<file path="config.mk">
export PLATFORM = sky130hd
export DESIGN_NAME = multi_countdown_timer_flat
export DESIGN_NICKNAME = d
export VERILOG_FILES = /design/src/rtl/multi_countdown_timer_pkg.sv /design/src/rtl/multi_countdown_timer_if.sv /design/src/rtl/multi_countdown_timer_timer_channel.sv /design/src/rtl/multi_countdown_timer.sv /design/src/flat_wrapper.sv
export SDC_FILE = /design/constraint.sdc
export NUM_CORES = 1
export LEC_CHECK = 0
export CAP_MARGIN = 25
export CORE_MARGIN = 1
export CORE_UTILIZATION = 60
export CTS_CLUSTER_SIZE = 24
export DETAILED_ROUTE_END_ITERATION = 8
export PLACE_DENSITY = 0.83
export RECOVER_POWER = 100
export SLEW_MARGIN = 40
export SYNTH_ARGS = -nofsm -noshare
export SYNTH_HDL_FRONTEND = slang
export SYNTH_SLANG_ARGS = --single-unit
</file>
<file path="constraint.sdc">
create_clock -name clk -period 5.56 [get_ports clk]
set_input_delay 1.39 -clock clk [delete_from_list [all_inputs] [get_ports clk]]
set_output_delay 1.39 -clock clk [all_outputs]
set_load 0.05 [all_outputs]
</file>
<file path="src/rtl/multi_countdown_timer_pkg.sv">
// Shared constants, BCD payload type and helpers for the multi-channel countdown timer.
package multi_countdown_timer_pkg;

    localparam int unsigned DIGIT_W = 4;
    localparam int unsigned BCD_W   = 16;

    localparam int unsigned SEC_LSB  = 0;
    localparam int unsigned TSEC_LSB = 4;
    localparam int unsigned MIN_LSB  = 8;
    localparam int unsigned TMIN_LSB = 12;

    localparam logic [3:0] DIGIT_MAX    = 4'd9;
    localparam logic [3:0] TENS_SEC_MAX = 4'd5;

    localparam logic [1:0] ST_IDLE   = 2'd0;
    localparam logic [1:0] ST_RUN    = 2'd1;
    localparam logic [1:0] ST_PAUSED = 2'd2;
    localparam logic [1:0] ST_ALARM  = 2'd3;

    typedef struct packed {
        logic [3:0] tens_min;
        logic [3:0] min;
        logic [3:0] tens_sec;
        logic [3:0] sec;
    } bcd_t;

    function automatic logic [3:0] digit_clamp(input logic [3:0] d, input logic [3:0] lim);
        return (d > lim) ? lim : d;
    endfunction

    // Clamp out-of-range digits so the counter never holds a non-BCD value.
    function automatic bcd_t bcd_sanitise(input logic [BCD_W-1:0] raw);
        bcd_t r;
        r.tens_min = digit_clamp(raw[TMIN_LSB +: DIGIT_W], DIGIT_MAX);
        r.min      = digit_clamp(raw[MIN_LSB  +: DIGIT_W], DIGIT_MAX);
        r.tens_sec = digit_clamp(raw[TSEC_LSB +: DIGIT_W], TENS_SEC_MAX);
        r.sec      = digit_clamp(raw[SEC_LSB  +: DIGIT_W], DIGIT_MAX);
        return r;
    endfunction

    // One-second MM:SS decrement with BCD borrow chain.
    function automatic bcd_t bcd_dec(input bcd_t v);
        bcd_t r;
        r = v;
        if (v.sec != 4'd0) begin
            r.sec = v.sec - 4'd1;
        end else begin
            r.sec = DIGIT_MAX;
            if (v.tens_sec != 4'd0) begin
                r.tens_sec = v.tens_sec - 4'd1;
            end else begin
                r.tens_sec = TENS_SEC_MAX;
                if (v.min != 4'd0) begin
                    r.min = v.min - 4'd1;
                end else begin
                    r.min      = DIGIT_MAX;
                    r.tens_min = v.tens_min - 4'd1;
                end
            end
        end
        return r;
    endfunction

endpackage

</file>
<file path="src/rtl/multi_countdown_timer_if.sv">
// Control/status bundle between a host and the multi-channel countdown timer.
interface multi_countdown_timer_if #(
    parameter int unsigned NUM_CH = 4,
    parameter int unsigned SEL_W  = 2
);
    logic [multi_countdown_timer_pkg::BCD_W-1:0] prog_bcd;
    logic [NUM_CH-1:0] load;
    logic [NUM_CH-1:0] start;
    logic [NUM_CH-1:0] pause;
    logic [NUM_CH-1:0] clear;
    logic [SEL_W-1:0]  disp_sel;
    logic [NUM_CH-1:0] running;
    logic [NUM_CH-1:0] done_pulse;
    logic [NUM_CH-1:0] alarm;
    logic [NUM_CH-1:0] alarm_blink;
    logic [multi_countdown_timer_pkg::BCD_W-1:0] disp_bcd;
    logic disp_running;
    logic disp_alarm;

    modport master (
        output prog_bcd, load, start, pause, clear, disp_sel,
        input  running, done_pulse, alarm, alarm_blink, disp_bcd, disp_running, disp_alarm
    );

    modport slave (
        input  prog_bcd, load, start, pause, clear, disp_sel,
        output running, done_pulse, alarm, alarm_blink, disp_bcd, disp_running, disp_alarm
    );
endinterface

</file>
<file path="src/rtl/multi_countdown_timer_timer_channel.sv">
// One countdown channel: control FSM, BCD down-counter, load sanitiser and alarm blink.
module timer_channel
    import multi_countdown_timer_pkg::*;
(
    input  logic             clk,
    input  logic             rst_n,
    input  logic             tick,
    input  logic [BCD_W-1:0] prog_bcd,
    input  logic             load,
    input  logic             start,
    input  logic             pause,
    input  logic             clear,
    output bcd_t             value,
    output logic             running,
    output logic             alarm,
    output logic             done_pulse,
    output logic             alarm_blink
);

    logic [1:0] state, state_nx;
    bcd_t       value_nx;
    logic       done_nx, blink_nx;

    always_ff @(posedge clk or negedge rst_n) begin
        if (!rst_n) begin
            state       <= ST_IDLE;
            value       <= '0;
            done_pulse  <= 1'b0;
            alarm_blink <= 1'b0;
        end else begin
            state       <= state_nx;
            value       <= value_nx;
            done_pulse  <= done_nx;
            alarm_blink <= blink_nx;
        end
    end

    // Effective strobes pre-empt the tick; ignored strobes leave the tick path alone.
    always_comb begin
        state_nx = state;
        value_nx = value;
        done_nx  = 1'b0;
        blink_nx = alarm_blink;
        if (clear) begin
            state_nx = ST_IDLE;
            value_nx = '0;
            blink_nx = 1'b0;
        end else if (load && state != ST_RUN) begin
            state_nx = ST_IDLE;
            value_nx = bcd_sanitise(prog_bcd);
            blink_nx = 1'b0;
        end else if (pause && state == ST_RUN) begin
            state_nx = ST_PAUSED;
        end else if (start && (state == ST_IDLE || state == ST_PAUSED) && value != '0) begin
            state_nx = ST_RUN;
        end else if (tick && state == ST_RUN) begin
            if (value == bcd_t'(16'h0001)) begin
                state_nx = ST_ALARM;
                value_nx = '0;
                done_nx  = 1'b1;
                blink_nx = 1'b0;
            end else begin
                value_nx = bcd_dec(value);
            end
        end else if (tick && state == ST_ALARM) begin
            blink_nx = ~alarm_blink;
        end
    end

    assign running = (state == ST_RUN);
    assign alarm   = (state == ST_ALARM);

endmodule

</file>
<file path="src/rtl/multi_countdown_timer.sv">
// NUM_CH MM:SS countdown timers on a shared 1 s prescaler with a display-select mux.
module multi_countdown_timer
    import multi_countdown_timer_pkg::*;
#(
    parameter int unsigned NUM_CH    = 4,
    parameter int unsigned TICK_MAX  = 4999999,
    parameter int unsigned CTR_WIDTH = 23,
    parameter int unsigned SEL_W     = 2
)(
    input  logic                    clk,
    input  logic                    reset,
    multi_countdown_timer_if.slave  bus
);

    logic [CTR_WIDTH-1:0] presc;
    logic                 tick;

    logic [NUM_CH-1:0] ch_running, ch_alarm, ch_done, ch_blink;
    bcd_t              ch_value [NUM_CH];

    // Free-running prescaler; channel controls never restart it.
    always_ff @(posedge clk or negedge reset) begin
        if (!reset) begin
            presc <= '0;
        end else if (presc == CTR_WIDTH'(TICK_MAX)) begin
            presc <= '0;
        end else begin
            presc <= presc + CTR_WIDTH'(1);
        end
    end

    assign tick = (presc == CTR_WIDTH'(TICK_MAX));

    for (genvar i = 0; i < NUM_CH; i++) begin : g_ch
        timer_channel u_ch (
            .clk         (clk),
            .rst_n       (reset),
            .tick        (tick),
            .prog_bcd    (bus.prog_bcd),
            .load        (bus.load[i]),
            .start       (bus.start[i]),
            .pause       (bus.pause[i]),
            .clear       (bus.clear[i]),
            .value       (ch_value[i]),
            .running     (ch_running[i]),
            .alarm       (ch_alarm[i]),
            .done_pulse  (ch_done[i]),
            .alarm_blink (ch_blink[i])
        );
    end

    assign bus.running     = ch_running;
    assign bus.alarm       = ch_alarm;
    assign bus.done_pulse  = ch_done;
    assign bus.alarm_blink = ch_blink;

    // Unmatched selects (>= NUM_CH) fall through to all-zero display.
    always_comb begin
        bus.disp_bcd     = '0;
        bus.disp_running = 1'b0;
        bus.disp_alarm   = 1'b0;
        for (int unsigned i = 0; i < NUM_CH; i++) begin
            if (bus.disp_sel == SEL_W'(i)) begin
                bus.disp_bcd     = ch_value[i];
                bus.disp_running = ch_running[i];
                bus.disp_alarm   = ch_alarm[i];
            end
        end
    end

endmodule

</file>
<file path="src/flat_wrapper.sv">
// flat-port wrapper written by rule: the top's interface ports become plain ports
module multi_countdown_timer_flat import multi_countdown_timer_pkg::*;
#(
    parameter int unsigned NUM_CH    = 4,
    parameter int unsigned TICK_MAX  = 4999999,
    parameter int unsigned CTR_WIDTH = 23,
    parameter int unsigned SEL_W     = 2
)
  (clk, reset, bus_prog_bcd, bus_load, bus_start, bus_pause, bus_clear, bus_disp_sel, bus_running, bus_done_pulse, bus_alarm, bus_alarm_blink, bus_disp_bcd, bus_disp_running, bus_disp_alarm);
  multi_countdown_timer_if #(.NUM_CH(NUM_CH), .SEL_W(SEL_W)) bus_i ();
  input  logic clk;
  input  logic reset;
  input wire logic [$bits(bus_i.prog_bcd)-1:0] bus_prog_bcd;
  input wire logic [$bits(bus_i.load)-1:0] bus_load;
  input wire logic [$bits(bus_i.start)-1:0] bus_start;
  input wire logic [$bits(bus_i.pause)-1:0] bus_pause;
  input wire logic [$bits(bus_i.clear)-1:0] bus_clear;
  input wire logic [$bits(bus_i.disp_sel)-1:0] bus_disp_sel;
  output wire logic [$bits(bus_i.running)-1:0] bus_running;
  output wire logic [$bits(bus_i.done_pulse)-1:0] bus_done_pulse;
  output wire logic [$bits(bus_i.alarm)-1:0] bus_alarm;
  output wire logic [$bits(bus_i.alarm_blink)-1:0] bus_alarm_blink;
  output wire logic [$bits(bus_i.disp_bcd)-1:0] bus_disp_bcd;
  output wire logic [$bits(bus_i.disp_running)-1:0] bus_disp_running;
  output wire logic [$bits(bus_i.disp_alarm)-1:0] bus_disp_alarm;
  assign bus_i.prog_bcd = bus_prog_bcd;
  assign bus_i.load = bus_load;
  assign bus_i.start = bus_start;
  assign bus_i.pause = bus_pause;
  assign bus_i.clear = bus_clear;
  assign bus_i.disp_sel = bus_disp_sel;
  assign bus_running = bus_i.running;
  assign bus_done_pulse = bus_i.done_pulse;
  assign bus_alarm = bus_i.alarm;
  assign bus_alarm_blink = bus_i.alarm_blink;
  assign bus_disp_bcd = bus_i.disp_bcd;
  assign bus_disp_running = bus_i.disp_running;
  assign bus_disp_alarm = bus_i.disp_alarm;
  multi_countdown_timer #(.NUM_CH(NUM_CH), .TICK_MAX(TICK_MAX), .CTR_WIDTH(CTR_WIDTH), .SEL_W(SEL_W)) u_core (.clk(clk), .reset(reset), .bus(bus_i));
endmodule
</file>
==> impl_metrics.tcl <==
set metrics [dict create \
    syn_inst 765 \
    crit_slowest_cell "dlygate4sd3_1" \
    ys_seq_area_share_pct 35.86 \
    die_y_um 111.4 \
    netlist.area_leader.share_pct 35.86 \
    grt_max_degree 64 \
    rsz0062_at_grt "false" \
    drive_gt1_share_pct 9.830 \
    fillCellCount 895 \
    ir_drop_v 0.0002583 \
    crit_buf_inv 3 \
    avgSynthCellArea_um2 9.395 \
    antenna_found_initial 1 \
    synthArstFlopShare_pct 100.0 \
    hpwl_um 17240 \
    fin_crit_ns 5.033 \
    clk_latency_ns 0.36 \
    crit_top_cell "clkbuf_1" \
    cp.arrival_ns 3.64 \
    synth.distinct_cells 77 \
    start_util_pct 62.14 \
    worst-path-stages 4 \
    die_x_um 111.4 \
    cts_tree "done" \
    wl_per_cell_um 23.77 \
    worst_setup_path_end_kind "output port" \
    cts_resized 0 \
    root_buffer "clkbuf_16" \
    crit_required_ns 4.17 \
    p_per_area_nw_per_um2 311.3 \
    hold_viol 0 \
    grtUsageTotal_pct 38.17 \
    max_stage_delay_ns 0.82 \
    nets 880 \
    htreeDepth 3 \
    finalHoldWorstSlack_ns 0.4884 \
    cts.sinks 103 \
    areaGrowthSynthToFinish_pct 13.13 \
    violations "DRC, capacitance limit, slew limit" \
    setup.worst_path.class "primary input to output port" \
    setup_violations 0 \
    met1_usage_pct 50.61 \
    path_delay_family "buffers and inverters" \
    drv_cap 1 \
    std_cell_rows 39 \
    synth-edff-count 0 \
    syn_area_um2 7187 \
    place.gp.congestion 1.009 \
    coreArea_um2 11560 \
    vias_per_cell 7.058 \
    synth_warnings 0 \
    path_cells "dlygate4sd3_1, clkbuf_1, mux4_2, clkbuf_1" \
    status "finished, violations left" \
    crit_fanout 10 \
    r2r-end "u_core.g_ch[0].u_ch.value[4]" \
    crit_path_start "bus_disp_sel[1]" \
    r2r_setup_slack_ns 2.27 \
    cts_hold_buf 0 \
    grt_pass1_wl_um 36180 \
    synthFlopType "dfrtp_1" \
    reg2reg_depth 5 \
    max_clock_freq_mhz 198.7 \
    r2r-start "u_core.presc[13]" \
    met3_usage_pct 10.29 \
    globalRouteMet2Util_pct 58.67 \
    finalClockSkew_ns 0.005899 \
    path_clk_slew_ns 0.07 \
    grt-ovfl-total 0 \
    crit_end "bus_disp_bcd[12]" \
    numPortBuffers 69 \
    maxSlewViolCount 64 \
    numCtsBuffers 9 \
    finalSetupTns_ns 0 \
    period_share_pct 90.53 \
    worst_slew_pin_slew_ns 3.522 \
    cts_max_path_buffers 2 \
    synth_area_leaders "dfrtp_1 (36%), mux4_2 (5.6%), ha_1 (4.4%)" \
    drtPass1Iterations 9 \
    busiest_layer "met2" \
    postCtsSetupRepairBufs 0 \
    maxSlewHeadroom_pct -134.8 \
    grt_pass1_vias 6542 \
    ant_nets 0 \
    leakage_nw 3.439 \
    hold_class "flop to flop" \
    route.detailed.drc 12 \
    syn_nets 826 \
    dr.first_iter.drc_count 834 \
    synth_top_area_cell "dfrtp_1" \
    ios 70 \
    ys_ff_latch 103 \
    num_vias 6832 \
    drt_wl_total_um 23010 \
    worstSetupStartpointType "primary input" \
    dieArea_um2 12420 \
]
flip-flops by register name (all words and copies together) (netlist names):
name	cells
u_core.g_ch.u_ch.state	8
u_core.g_ch.u_ch.done_pulse	4
u_core.g_ch.u_ch.alarm_blink	4
u_core.g_ch.u_ch.value	64
u_core.presc	23
worst register-to-register path: cells and delay by family (launching register included):
kind,cells,cell delay [ns]
AO/OA/AOI/OAI,1,0.45
AND/OR/NAND/NOR,3,1.91
multiplexers,1,0.37
flip-flops,1,0.44
layer usage:
metal / share of wire (%) / wire, µm / vias up
met2: 44 / 10180 / 455
met3: 11 / 2627 / 82
met4: 4.7 / 1093 / 0
met5: 0 / 0 / -
met1: 40 / 9114 / 3295
li1: - / - / 3000
through the flow:
stage / cells / total power, mW / setup slack [ns] / util, % / area [µm²]
2_1_floorplan: 765 / 1.573 / 1.072 / - / 7187
3_3_place_gp: 951 / 1.826 / 0.8629 / 68.19 / 7886
3_5_place_dp: 951 / 1.867 / 0.8416 / 68.34 / 7904
4_1_cts: 967 / 2.527 / 0.8317 / 71.01 / 8212
5_1_grt: 967 / 2.632 / 0.4383 / 70.28 / 8128
6_report: 968 / 2.531 / 0.5266 / 70.30 / 8130
final cells by class:
type                    instances  area (µm²)  area share [%]
inverters                      56       210.2           2.585
repair buffers                 77       648.1           7.972
flip-flops and latches        103        2577           31.70
multi-input cells             572        4205           51.72
well taps                     143       178.9           2.201
diodes                          1       2.502         0.03078
clock inverters                 6       68.82          0.8464
clock buffers                  10       239.0           2.939
power by group:
part           leakage (nW)  switching [mW]  total, mW  internal, mW
Clock                 0.154           0.301      0.666         0.365
Combinational          1.93           0.518      0.861         0.343
Sequential             1.36           0.168       1.00         0.836
cells in the mapped netlist (9+ instances only):
library cell and count:
o31ai_1 18, dfrtp_1 103, and2_1 12, xor2_1 9, inv_1 56, xnor2_1 11, and3_1 11, nand4_1 18
nand3_1 22, a22oi_1 10, mux4_2 18, nand2b_1 13, mux2_2 19, nor3b_1 18, nand2_1 57, ha_1 25
nor2b_1 9, nor2_1 53, o22ai_1 24, mux2i_1 12, a32oi_1 10, a21oi_1 33, o21ai_0 18, clkbuf_1 14
nor3_1 24, buf_4 16
how the worst min path moves through the flow:
stage | start | to | slack, ns | depth (start not counted)
CTS | u_core.presc[0] | u_core.presc[0] | 0.49 | 1
global route | u_core.presc[0] | u_core.presc[0] | 0.50 | 1
global placement | u_core.presc[19] | u_core.presc[19] | 0.48 | 1
detailed placement | u_core.presc[0] | u_core.presc[0] | 0.48 | 1
floorplan | u_core.presc[0] | u_core.presc[0] | 0.45 | 1
finish | u_core.presc[0] | u_core.presc[0] | 0.49 | 1
placed cells by master, fill, tap and decap left out, types with 6 or more instances in the layout:
master / instances
and3_1: 11
mux4_2: 18
nand2b_1: 14
ha_1: 25
nand2_1: 57
nor4b_1: 6
nand3_1: 22
xor2_1: 9
nor2b_1: 8
nor2_1: 53
clkdlybuf4s50_1: 25
clkbuf_1: 16
nor3b_1: 18
inv_1: 56
o22ai_1: 24
a32oi_1: 10
buf_4: 9
dlygate4sd3_1: 27
a22o_1: 7
o31ai_1: 18
clkbuf_16: 9
mux2_2: 19
a21oi_1: 33
nand4_1: 18
a22oi_1: 10
o21ai_0: 20
dfrtp_1: 103
nor3_1: 24
and2_1: 10
xnor2_1: 11
nor4_1: 7
mux2i_1: 12
kinds of logic after synthesis:
kind of cell | after synthesis | share of synthesized area (%)
AOI/OAI and AO/OA | 191 | 19.03
xor gates and xnor gates | 20 | 2.437
adders and majority gates | 25 | 4.352
buffers and inverters | 90 | 5.536
DFF | 103 | 35.86
muxes | 49 | 10.29
and+or+nand+nor | 287 | 22.49
(Power assumes the default switching activity.)
